## config.mk

```make
export PLATFORM = sky130hd
export DESIGN_NAME = dmem_arbiter_flat
export DESIGN_NICKNAME = d
export VERILOG_FILES = /design/src/rtl/misc_pkg.sv /design/src/rtl/dmem_arbiter_if.sv /design/src/rtl/rr_arb2.sv /design/src/rtl/dmem_arbiter.sv /design/src/flat_wrapper.sv
export SDC_FILE = /design/constraint.sdc
export NUM_CORES = 1
export LEC_CHECK = 0
export ABC_AREA = 1
export CORE_UTILIZATION = 30
export DETAILED_ROUTE_END_ITERATION = 7
export DONT_BUFFER_PORTS = 1
export GPL_TIMING_DRIVEN = 1
export MAX_ROUTING_LAYER = met4
export PLACE_DENSITY = 0.54
export SETUP_SLACK_MARGIN = 0.02
export SLEW_MARGIN = 15
export SYNTH_ARGS = -nofsm -noshare
export SYNTH_HDL_FRONTEND = slang
export SYNTH_SLANG_ARGS = --single-unit
export TNS_END_PERCENT = 5
```

## constraint.sdc

```tcl
create_clock -name clk -period 1.8 [get_ports clk]
set_input_delay 0.27 -clock clk [delete_from_list [all_inputs] [get_ports clk]]
set_output_delay 0.27 -clock clk [all_outputs]
set_load 0.005 [all_outputs]
```

## src/rtl/misc_pkg.sv

```systemverilog
`default_nettype none
// ============================================================================
// Module      : misc_pkg
// Description : Shared types and constants for the data-memory arbiter.
// Revision    : 1.0 - initial release
// ============================================================================
package misc_pkg;

    localparam int c_data_w_def = 16;
    localparam int c_addr_w_def = 16;

    // Size of the attached data memory in bytes; higher address bits must be 0.
    localparam int c_mem_bytes = 512;
    localparam int c_mem_aw    = $clog2(c_mem_bytes);

    typedef enum logic [0:0] {
        IDLE   = 1'b0,
        ACCESS = 1'b1
    } arb_state_t;

endpackage
`default_nettype wire

```

## src/rtl/dmem_arbiter_if.sv

```systemverilog
`default_nettype none
// ============================================================================
// Module      : dmem_arbiter_if
// Description : Request/response signals of both ports plus the memory side.
// Revision    : 1.0 - initial release
// ============================================================================
interface dmem_arbiter_if
    import misc_pkg::*;
#(
    parameter int DATA_W = c_data_w_def,
    parameter int ADDR_W = c_addr_w_def
);
    logic              p0_valid;
    logic              p0_we;
    logic [ADDR_W-1:0] p0_addr;
    logic [DATA_W-1:0] p0_wdata;
    logic              p0_ready;
    logic              p0_done;
    logic [DATA_W-1:0] p0_rdata;
    logic              p0_err;

    logic              p1_valid;
    logic              p1_we;
    logic [ADDR_W-1:0] p1_addr;
    logic [DATA_W-1:0] p1_wdata;
    logic              p1_ready;
    logic              p1_done;
    logic [DATA_W-1:0] p1_rdata;
    logic              p1_err;

    logic [ADDR_W-1:0] mem_access_addr;
    logic [DATA_W-1:0] mem_write_data;
    logic              mem_write_en;
    logic              mem_read;
    logic [DATA_W-1:0] mem_read_data;

    // Arbiter side
    modport slave (
        input  p0_valid, p0_we, p0_addr, p0_wdata,
        input  p1_valid, p1_we, p1_addr, p1_wdata,
        input  mem_read_data,
        output p0_ready, p0_done, p0_rdata, p0_err,
        output p1_ready, p1_done, p1_rdata, p1_err,
        output mem_access_addr, mem_write_data, mem_write_en, mem_read
    );

    // Requesters and memory side
    modport master (
        output p0_valid, p0_we, p0_addr, p0_wdata,
        output p1_valid, p1_we, p1_addr, p1_wdata,
        output mem_read_data,
        input  p0_ready, p0_done, p0_rdata, p0_err,
        input  p1_ready, p1_done, p1_rdata, p1_err,
        input  mem_access_addr, mem_write_data, mem_write_en, mem_read
    );
endinterface
`default_nettype wire

```

## src/rtl/rr_arb2.sv

```systemverilog
`default_nettype none
// ============================================================================
// Module      : rr_arb2
// Description : Two-way combinational grant selection, round-robin or fixed.
// Revision    : 1.0 - initial release
// ============================================================================
module rr_arb2 (
    input  logic [1:0] req,
    input  logic       last,
    input  logic       rr_en,
    output logic [1:0] grant
);

    // On a tie the port that did not win last goes first; fixed mode favours port 0.
    always_comb begin
        grant = 2'b00;
        if (req == 2'b11) begin
            grant = (rr_en && !last) ? 2'b10 : 2'b01;
        end else begin
            grant = req;
        end
    end

endmodule
`default_nettype wire

```

## src/rtl/dmem_arbiter.sv

```systemverilog
`default_nettype none
// ============================================================================
// Module      : dmem_arbiter
// Description : Two-port arbiter in front of a 512-byte data memory; one
//               access per two cycles, done pulse two cycles after accept.
// Revision    : 1.0 - initial release
// ============================================================================
module dmem_arbiter
    import misc_pkg::*;
#(
    parameter bit RR_EN  = 1'b1,
    parameter int DATA_W = c_data_w_def,
    parameter int ADDR_W = c_addr_w_def
) (
    input  logic           clk,
    input  logic           rst_n,
    dmem_arbiter_if.slave  bus
);

    arb_state_t        r_state;
    arb_state_t        w_state_nxt;
    logic              r_last;
    logic              r_port;
    logic              r_we;
    logic [ADDR_W-1:0] r_addr;
    logic [DATA_W-1:0] r_wdata;
    logic              r_done0;
    logic              r_done1;
    logic              r_err0;
    logic              r_err1;
    logic [DATA_W-1:0] r_rdata0;
    logic [DATA_W-1:0] r_rdata1;
    logic [1:0]        w_grant;
    logic              w_accept;
    logic              w_in_range;

    rr_arb2 u_rr_arb2 (
        .req   ({bus.p1_valid, bus.p0_valid}),
        .last  (r_last),
        .rr_en (RR_EN),
        .grant (w_grant)
    );

    // Ready is gated by rst_n so no handshake completes while reset is held.
    assign w_accept   = (r_state == IDLE) && rst_n && (w_grant != 2'b00);
    assign w_in_range = (r_addr[ADDR_W-1:c_mem_aw] == '0);

    // Next-state decode, handshake and memory-side outputs.
    always_comb begin
        w_state_nxt         = r_state;
        bus.p0_ready        = 1'b0;
        bus.p1_ready        = 1'b0;
        bus.mem_access_addr = '0;
        bus.mem_write_data  = '0;
        bus.mem_write_en    = 1'b0;
        bus.mem_read        = 1'b0;
        case (r_state)
            IDLE: begin
                if (w_accept) begin
                    bus.p0_ready = w_grant[0];
                    bus.p1_ready = w_grant[1];
                    w_state_nxt  = ACCESS;
                end
            end
            ACCESS: begin
                bus.mem_access_addr = r_addr;
                bus.mem_write_data  = r_wdata;
                bus.mem_write_en    = r_we && w_in_range;
                bus.mem_read        = !r_we && w_in_range;
                w_state_nxt         = IDLE;
            end
            default: w_state_nxt = IDLE;
        endcase
    end

    // State register; async reset aborts any access in flight.
    always_ff @(posedge clk or negedge rst_n) begin
        if (!rst_n) begin
            r_state <= IDLE;
        end else begin
            r_state <= w_state_nxt;
        end
    end

    // Capture the winner's payload and remember who won for the next tie.
    always_ff @(posedge clk or negedge rst_n) begin
        if (!rst_n) begin
            r_last  <= 1'b1;
            r_port  <= 1'b0;
            r_we    <= 1'b0;
            r_addr  <= '0;
            r_wdata <= '0;
        end else if (w_accept) begin
            r_last  <= w_grant[1];
            r_port  <= w_grant[1];
            r_we    <= w_grant[1] ? bus.p1_we    : bus.p0_we;
            r_addr  <= w_grant[1] ? bus.p1_addr  : bus.p0_addr;
            r_wdata <= w_grant[1] ? bus.p1_wdata : bus.p0_wdata;
        end
    end

    // Completion: one-cycle done/err pulse; read data held until the next read.
    always_ff @(posedge clk or negedge rst_n) begin
        if (!rst_n) begin
            r_done0  <= 1'b0;
            r_done1  <= 1'b0;
            r_err0   <= 1'b0;
            r_err1   <= 1'b0;
            r_rdata0 <= '0;
            r_rdata1 <= '0;
        end else begin
            r_done0 <= 1'b0;
            r_done1 <= 1'b0;
            r_err0  <= 1'b0;
            r_err1  <= 1'b0;
            if (r_state == ACCESS) begin
                if (!r_port) begin
                    r_done0 <= 1'b1;
                    r_err0  <= !w_in_range;
                    if (!r_we && w_in_range) begin
                        r_rdata0 <= bus.mem_read_data;
                    end
                end else begin
                    r_done1 <= 1'b1;
                    r_err1  <= !w_in_range;
                    if (!r_we && w_in_range) begin
                        r_rdata1 <= bus.mem_read_data;
                    end
                end
            end
        end
    end

    assign bus.p0_done  = r_done0;
    assign bus.p1_done  = r_done1;
    assign bus.p0_err   = r_err0;
    assign bus.p1_err   = r_err1;
    assign bus.p0_rdata = r_rdata0;
    assign bus.p1_rdata = r_rdata1;

endmodule
`default_nettype wire
```

## src/flat_wrapper.sv

```systemverilog
// flat-port wrapper written by rule: the top's interface ports become plain ports
module dmem_arbiter_flat import misc_pkg::*;
#(
    parameter bit RR_EN  = 1'b1,
    parameter int DATA_W = c_data_w_def,
    parameter int ADDR_W = c_addr_w_def
)
  (clk, rst_n, bus_p0_valid, bus_p0_we, bus_p0_addr, bus_p0_wdata, bus_p1_valid, bus_p1_we, bus_p1_addr, bus_p1_wdata, bus_mem_read_data, bus_p0_ready, bus_p0_done, bus_p0_rdata, bus_p0_err, bus_p1_ready, bus_p1_done, bus_p1_rdata, bus_p1_err, bus_mem_access_addr, bus_mem_write_data, bus_mem_write_en, bus_mem_read);
  dmem_arbiter_if #(.DATA_W(DATA_W), .ADDR_W(ADDR_W)) bus_i ();
  input  logic clk;
  input  logic rst_n;
  input wire logic [$bits(bus_i.p0_valid)-1:0] bus_p0_valid;
  input wire logic [$bits(bus_i.p0_we)-1:0] bus_p0_we;
  input wire logic [$bits(bus_i.p0_addr)-1:0] bus_p0_addr;
  input wire logic [$bits(bus_i.p0_wdata)-1:0] bus_p0_wdata;
  input wire logic [$bits(bus_i.p1_valid)-1:0] bus_p1_valid;
  input wire logic [$bits(bus_i.p1_we)-1:0] bus_p1_we;
  input wire logic [$bits(bus_i.p1_addr)-1:0] bus_p1_addr;
  input wire logic [$bits(bus_i.p1_wdata)-1:0] bus_p1_wdata;
  input wire logic [$bits(bus_i.mem_read_data)-1:0] bus_mem_read_data;
  output wire logic [$bits(bus_i.p0_ready)-1:0] bus_p0_ready;
  output wire logic [$bits(bus_i.p0_done)-1:0] bus_p0_done;
  output wire logic [$bits(bus_i.p0_rdata)-1:0] bus_p0_rdata;
  output wire logic [$bits(bus_i.p0_err)-1:0] bus_p0_err;
  output wire logic [$bits(bus_i.p1_ready)-1:0] bus_p1_ready;
  output wire logic [$bits(bus_i.p1_done)-1:0] bus_p1_done;
  output wire logic [$bits(bus_i.p1_rdata)-1:0] bus_p1_rdata;
  output wire logic [$bits(bus_i.p1_err)-1:0] bus_p1_err;
  output wire logic [$bits(bus_i.mem_access_addr)-1:0] bus_mem_access_addr;
  output wire logic [$bits(bus_i.mem_write_data)-1:0] bus_mem_write_data;
  output wire logic [$bits(bus_i.mem_write_en)-1:0] bus_mem_write_en;
  output wire logic [$bits(bus_i.mem_read)-1:0] bus_mem_read;
  assign bus_i.p0_valid = bus_p0_valid;
  assign bus_i.p0_we = bus_p0_we;
  assign bus_i.p0_addr = bus_p0_addr;
  assign bus_i.p0_wdata = bus_p0_wdata;
  assign bus_i.p1_valid = bus_p1_valid;
  assign bus_i.p1_we = bus_p1_we;
  assign bus_i.p1_addr = bus_p1_addr;
  assign bus_i.p1_wdata = bus_p1_wdata;
  assign bus_i.mem_read_data = bus_mem_read_data;
  assign bus_p0_ready = bus_i.p0_ready;
  assign bus_p0_done = bus_i.p0_done;
  assign bus_p0_rdata = bus_i.p0_rdata;
  assign bus_p0_err = bus_i.p0_err;
  assign bus_p1_ready = bus_i.p1_ready;
  assign bus_p1_done = bus_i.p1_done;
  assign bus_p1_rdata = bus_i.p1_rdata;
  assign bus_p1_err = bus_i.p1_err;
  assign bus_mem_access_addr = bus_i.mem_access_addr;
  assign bus_mem_write_data = bus_i.mem_write_data;
  assign bus_mem_write_en = bus_i.mem_write_en;
  assign bus_mem_read = bus_i.mem_read;
  dmem_arbiter #(.RR_EN(RR_EN), .DATA_W(DATA_W), .ADDR_W(ADDR_W)) u_core (.clk(clk), .rst_n(rst_n), .bus(bus_i));
endmodule
```

==> flow_summary.yaml, run 1 <==
min_path:
  min_path_type: "in2async"
sta:
  rsz0062_at_grt: "yes"
  fin_ws_ps: 134
  hold-worst-slack_ps: -369
  drv_slew: 0
  max-slew-margin-rel_pct: 74.9
  worst_pin_slew_ps: 377
  fmax_mhz: 600
  finalSetupViolCount: 0
  clock-skew-final_ps: 4.58
  min_period_over_period_pct: 92.5
  setup_tns_ps: 0
  period_needed_ps: 1670
  hold_violations: 72
routing:
  wl_um: 9800
  wl_met2_um: 4740
  dr_wl_met3_um: 773
  vias: 3178
  initialDrtViolationCount: 236
  wl_per_cell_um: 15.0
  routed.top_layer: "met4"
  via_per_inst: 4.86
  drt-met1-wl_um: 4160
  drc: 0
  drtAntennaViolNets: 0
  dr.pass1.iters: 6
yosys:
  synth_xor_area_share_pct: 0
  syn_area_um2: 3730
  synth_top_area_share_pct: 47.7
  ys_types: 22
  synth_compound_area_share_pct: 0.134
  synthSimpleGateAreaFrac_pct: 42.3
  synth_area_leaders: "dfrtp_1, nand2_1, nand3_1"
  yosysTopAreaCell: "dfrtp_1"
  postSynthCellCount: 494
  syn_avg_cell_area_um2: 7.54
  yosysSeqAreaShare_pct: 48.4
  synthMuxAreaShare_pct: 0
  synth-seq-cells: 72
  synth_top_family_by_area: "simple AND/OR/NAND/NOR gates"
  synth_fa_ha_area_share_pct: 0
  syn_nets: 580
  yosys_warnings: 0
floorplan:
  pin_count: 158
  rows: 40
  start_util_pct: 30.9
  die_h_um: 113
  die_area_um2: 12900
  core_area_um2: 12100
  die_w_um: 113
run_status:
  failed_checks: "hold timing"
  outcome: "finished with violations"
power:
  power_switching_w: 0.00211
  combPwrFrac_pct: 24.9
  power.share.clock_pct: 27.8
  sw_frac_of_total_pct: 35.8
  ir_drop_mv: 0.427
  power_frac_seq_pct: 47.4
  leakage_nw: 2.30
  p_total_w: 0.00587
  pwr_density_cell_nw_per_um2: 1420
  internal-power_w: 0.00377
cells_and_area:
  syn2layout_area_growth_pct: 10.8
  multiInputGateArea_um2: 1590
  nFillCells: 1313
  layout-drive-gt1-share_pct: 8.44
  n_antenna_cell: 0
  instances_no_fill: 654
  layout.nets: 568
  ff_latch_area_um2: 1800
critical_path:
  slowest_stage: "dfrtp_1"
  end_kind: "primary output"
  critPathBufInv: 0
  path_delay_family: "simple AND/OR/NAND/NOR gates"
  slowest_delay_ps: 410
  critical_path_required_ps: 1530
  path_max_fanout: 3
  arrival_ps: 1400
  critPathKind: "reg2out"
  worst_path_most_repeated_cell: "nand2_1"
  path_cells: "nor2_1, nand2_1, nor2_8, nand2_1, nor2_2"
  crit_path_start_kind: "register"
global_route:
  grt_pass1_wl_um: 15500
  grt_usage_pct: 16.2
  grt_max_degree: 75
  antenna_found_initial: 0
  grt_pass1_vias: 3061
  gr-total-overflow: 0
clock_network:
  cts_buffers: 9
  clk_latency_ps: 330
  cts_sinks: 72
  clockBufferDepth: 2
  h-tree-depth: 3
  clock-root-buffer: "clkbuf_16"
  clk_pin_slew_ps: 60
  cts_tree: "done"
place:
  gp_congestion: 0.754
  io_buffer_count: 0
  dp_cells: 638
  dp_hpwl_um: 6900
  post-place-ws_ps: 246
run:
  drv_cap: 0
-- cell families (layout without fill, tap and decap cells) --
group | Yosys count | after routing
AND/OR/NAND/NOR | 349 | 349
AO/OA/AOI/OAI | 1 | 1
buffers and inverters | 72 | 64
flip-flops | 72 | 72
-- sequential cells by signal, summed over array words and instances, names as in the netlist --
signal / count
u_core.bus.p1_err: 1
u_core.r_state: 1
u_core.bus.p0_err: 1
u_core.bus.p1_rdata: 16
u_core.r_last: 1
u_core.bus.p1_done: 1
u_core.r_addr: 16
u_core.bus.p0_done: 1
u_core.r_port: 1
u_core.r_wdata: 16
u_core.r_we: 1
u_core.bus.p0_rdata: 16
-- worst paths after layout --
path,start,endpoint,slack [ps],depth (start not counted)
max,u_core.r_addr[12]$_DFFE_PN0N_,bus_mem_write_en,130,5
min,rst_n,u_core.bus.p1_rdata[12]$_DFFE_PN0P_,-370,0
max reg2reg,u_core.r_addr[12]$_DFFE_PN0N_,u_core.bus.p1_rdata[3]$_DFFE_PN0P_,200,7
min reg2reg,u_core.bus.p1_rdata[10]$_DFFE_PN0P_,u_core.bus.p1_rdata[10]$_DFFE_PN0P_,490,2
max in group asynchronous,rst_n,u_core.r_last$_DFFE_PN1N_,1960,0
min in group clk,bus_mem_read_data[14],u_core.bus.p0_rdata[14]$_DFFE_PN0P_,90,2
-- power groups by stage --
stage                     clock network [W]  logic, W  registers (W)
final                               0.00163   0.00146        0.00278
after global routing                0.00175   0.00170        0.00287
after CTS                           0.00168   0.00148        0.00279
after detailed placement                  0   0.00147        0.00281
after global placement                    0   0.00143        0.00280
after floorplan                           0   0.00123        0.00265
-- Yosys cell counts --
| cell type | n |
|---|---|
| nand3_1 | 66 |
| o21ai_0 | 1 |
| clkinv_1 | 1 |
| clkbuf_1 | 12 |
| nand4_4 | 2 |
| inv_4 | 1 |
| buf_4 | 5 |
| dfrtp_1 | 71 |
| buf_6 | 5 |
| nand2_1 | 234 |
| nand4_1 | 32 |
| nor2_4 | 1 |
| nand3_4 | 2 |
| nor2_8 | 1 |
| nor2_1 | 6 |
| nand2_2 | 3 |
| buf_2 | 11 |
| inv_2 | 1 |
| nor3_1 | 1 |
| nand2_4 | 1 |
| inv_1 | 36 |
| dfstp_2 | 1 |
-- cell usage in the layout (no fill, tap or decap), drive strengths merged --
master	Yosys	final
dfrtp	71	71
o21ai	1	1
dfstp	1	1
nor2	8	8
clkbuf	12	11
nand2	238	238
inv	38	38
buf	21	10
nor3	1	1
nand4	34	34
nand3	68	68
clkinv	1	5
-- final cells by class --
class | instances | share of cell area, %
Timing Repair Buffer | 10 | 2.42
Clock inverter | 4 | 0.485
Multi-Input combinational cell | 350 | 38.6
Sequential cell | 72 | 43.7
Tap cell | 168 | 5.09
Clock buffer | 11 | 6.12
Inverter | 39 | 3.61
-- routing by layer --
| metal | vias up | track usage, % |
|---|---|---|
| met2 | 124 | 26.7 |
| met4 | 0 | 5.61 |
| met5 | - | - |
| met1 | 1500 | 18.5 |
| li1 | 1545 | - |
| met3 | 9 | 5.42 |
-- repair_timing --
action	4_1_cts	5_1_grt
setup endpoints to repair	1	2
pin swaps	0	1
hold endpoints to repair	72	72
resized for setup	1	3
buffers inserted	0	1
-- through the flow --
step                      utilization (%)  hold slack [ps]  cell area (µm²)
after floorplan                         -            -25.6             3730
after global placement               31.8            -23.8             3830
after detailed placement             31.8            -23.7             3830
after CTS                            34.1             -384             4110
after global routing                 34.2             -389             4130
final                                34.2             -369             4130
No activity file was read; power rests on OpenSTA's default activity.
==> inputs of run 2 (changes only) <==
--- a/config.mk
+++ b/config.mk
@@ -5,7 +5,7 @@
 export SDC_FILE = /design/constraint.sdc
 export NUM_CORES = 1
 export LEC_CHECK = 0
-export ABC_AREA = 1
+export ABC_AREA = 0
 export CORE_UTILIZATION = 30
 export DETAILED_ROUTE_END_ITERATION = 7
 export DONT_BUFFER_PORTS = 1
==> flow_summary.yaml, run 2 <==
run_status:
  outcome: "finished with violations"
  failed_checks: "hold timing, setup timing"
yosys:
  synth_top_family_by_area: "multiplexers"
  yosysSeqAreaShare_pct: 52.8
  synth_xor_area_share_pct: 0
  syn_nets: 321
  synthMuxAreaShare_pct: 33.4
  synthSimpleGateAreaFrac_pct: 10.3
  synth_ff_type: "dfrtp_1"
  synth_area_leaders: "dfrtp_1, mux2_2, and2_1"
  ys_types: 24
  synth_most_common_cell: "mux2_2"
  synth-seq-cells: 72
  async_flop_share_pct: 100
  syn_avg_cell_area_um2: 14.5
  synth_top_area_share_pct: 52.0
  yosysTopAreaCell: "dfrtp_1"
  ys_top_cells_by_count: "mux2_2, dfrtp_1, and2_1, mux2_4, buf_2"
  synth_compound_area_share_pct: 1.10
  postSynthCellCount: 235
  synth_edf_count: 0
  syn_area_um2: 3410
  yosys_warnings: 0
  synth_fa_ha_area_share_pct: 0
place:
  place_area_um2: 3610
  dp_hpwl_um: 5010
  io_buffer_count: 0
  dp_cells: 372
  gp_congestion: 0.665
  post-place-ws_ps: 64.6
floorplan:
  die_h_um: 109
  rows: 38
  die_w_um: 109
  pin_count: 158
  start_util_pct: 31.1
  core_area_um2: 11000
  die_area_um2: 11800
routing:
  wl_per_cell_um: 18.1
  drc: 0
  drtAntennaViolNets: 0
  wl_um: 7090
  dr.pass1.iters: 6
  via_per_inst: 4.82
  initialDrtViolationCount: 67
  vias: 1885
sta:
  fmax_mhz: 545
  period_needed_ps: 1830
  max-slew-margin-rel_pct: 73.7
  fin_ws_ps: -34.1
  finalSetupViolCount: 1
  min_period_over_period_pct: 102
  hold-worst-slack_ps: -374
  drv_slew: 0
  worst_pin_slew_ps: 391
  clock-skew-final_ps: 6.50
  hold_violations: 72
  rsz0062_at_grt: "yes"
clock_network:
  cts_tree: "done"
  h-tree-depth: 3
  clockBufferDepth: 2
  clk_latency_ps: 340
  cts_buffers: 9
  cts_sinks: 72
  ctsHoldBuffers: 1
  clk_pin_slew_ps: 60
  clock-root-buffer: "clkbuf_16"
critical_path:
  critPathKind: "reg2out"
  crit_path_start_kind: "register"
  arrival_ps: 1560
  critical_path_required_ps: 1530
  slowest_stage: "dfrtp_1"
  slowest_delay_ps: 420
  path_cells: "nor4_4, nor4b_4, and3_4"
  path_max_fanout: 3
  end_kind: "primary output"
cells_and_area:
  n_antenna_cell: 0
  final_cell_area_um2: 4000
  syn2layout_area_growth_pct: 17.0
  final_util_pct: 36.4
  nFillCells: 1051
  instances_no_fill: 391
  final_common_cell: "mux2_2"
  layout-drive-gt1-share_pct: 54.6
  layout.nets: 332
  final_cell_mix: "mux2_2, dfrtp_1, and2_1"
run:
  drv_cap: 0
global_route:
  grt_max_degree: 74
  antenna_found_initial: 0
  gr-total-overflow: 0
  grt_usage_pct: 12.7
  grt_pass1_vias: 1897
  grt_pass1_wl_um: 10500
min_path:
  min_path_type: "in2async"
power:
  leakage_nw: 1.68
  ir_drop_mv: 0.517
  pwr_density_cell_nw_per_um2: 1190
[run 2: cell count changes after synthesis, moves of 10 or more]
cell / before / now
inv_1: 36 / 1
mux2_2: 0 / 88
nand4_1: 32 / 0
mux2_4: 0 / 10
and2_1: 0 / 33
nand2_1: 234 / 0
nand3_1: 66 / 0
[run 2: critical path: cells and delay by family, from the launching register on]
family,cells,cell delay [ps]
flops,1,420
simple gates,3,820
[run 2: per-stage QoR]
step / TNS (ps) / total power (W)
3_3_place_gp: 0 / 0.00278
5_1_grt: -171 / 0.00498
2_1_floorplan: 0 / 0.00263
3_5_place_dp: 0 / 0.00281
4_1_cts: -96.0 / 0.00484
6_report: -34.1 / 0.00474
[run 2: what timing repair did]
item | CTS | global route
gates resized for setup | 4 | 1
pin swaps | 1 | 1
buffers inserted | 1 | 1
hold endpoints to repair | 73 | 72
endpoints found under the setup margin | 2 | 18
[run 2: metal layers]
| metal | part of all wire (%) | global-route usage, % |
|---|---|---|
| met3 | 6.8 | 4.00 |
| met2 | 51 | 20.0 |
| met5 | 0 | - |
| met4 | 1.1 | 7.53 |
| met1 | 41 | 14.2 |
[run 2: cell families after synthesis]
kind of cell | count (synthesis)
mux | 98
flops | 72
simple gates | 47
compound gates | 5
buf+inv | 13
[run 2: power breakdown]
group	switching, W	internal (W)	leakage (nW)	total, W
combinational	0.000225	0.000413	0.671	0.000638
sequential	0.000220	0.00192	0.845	0.00214
clock	0.000669	0.00129	0.159	0.00196
[run 2: final cells by class]
type / count / area [µm²] / area share (%)
Clock inverter: 4 / 76.3 / 1.91
Multi-Input combinational cell: 150 / 1560 / 39.1
Inverter: 1 / 3.75 / 0.0940
Timing Repair Buffer: 12 / 118 / 2.94
Clock buffer: 12 / 256 / 6.42
Sequential cell: 72 / 1810 / 45.2
Tap cell: 140 / 175 / 4.38
[run 2: path summary, 6_finish.rpt]
kind	start	endpoint	slack, ps	depth (start not counted)
min reg2reg	u_core.r_wdata[15]$_DFFE_PN0N_	u_core.r_wdata[15]$_DFFE_PN0N_	500	1
min	rst_n	u_core.bus.p1_rdata[7]$_DFFE_PN0P_	-370	0
min in group clk	bus_mem_read_data[6]	u_core.bus.p0_rdata[6]$_DFFE_PN0P_	80	1
max reg2reg	u_core.r_we$_DFFE_PN0N_	u_core.bus.p0_rdata[8]$_DFFE_PN0P_	90	3
max in group asynchronous	rst_n	u_core.r_last$_DFFE_PN1N_	1990	0
max	u_core.r_addr[15]$_DFFE_PN0N_	bus_mem_write_en	-30	3
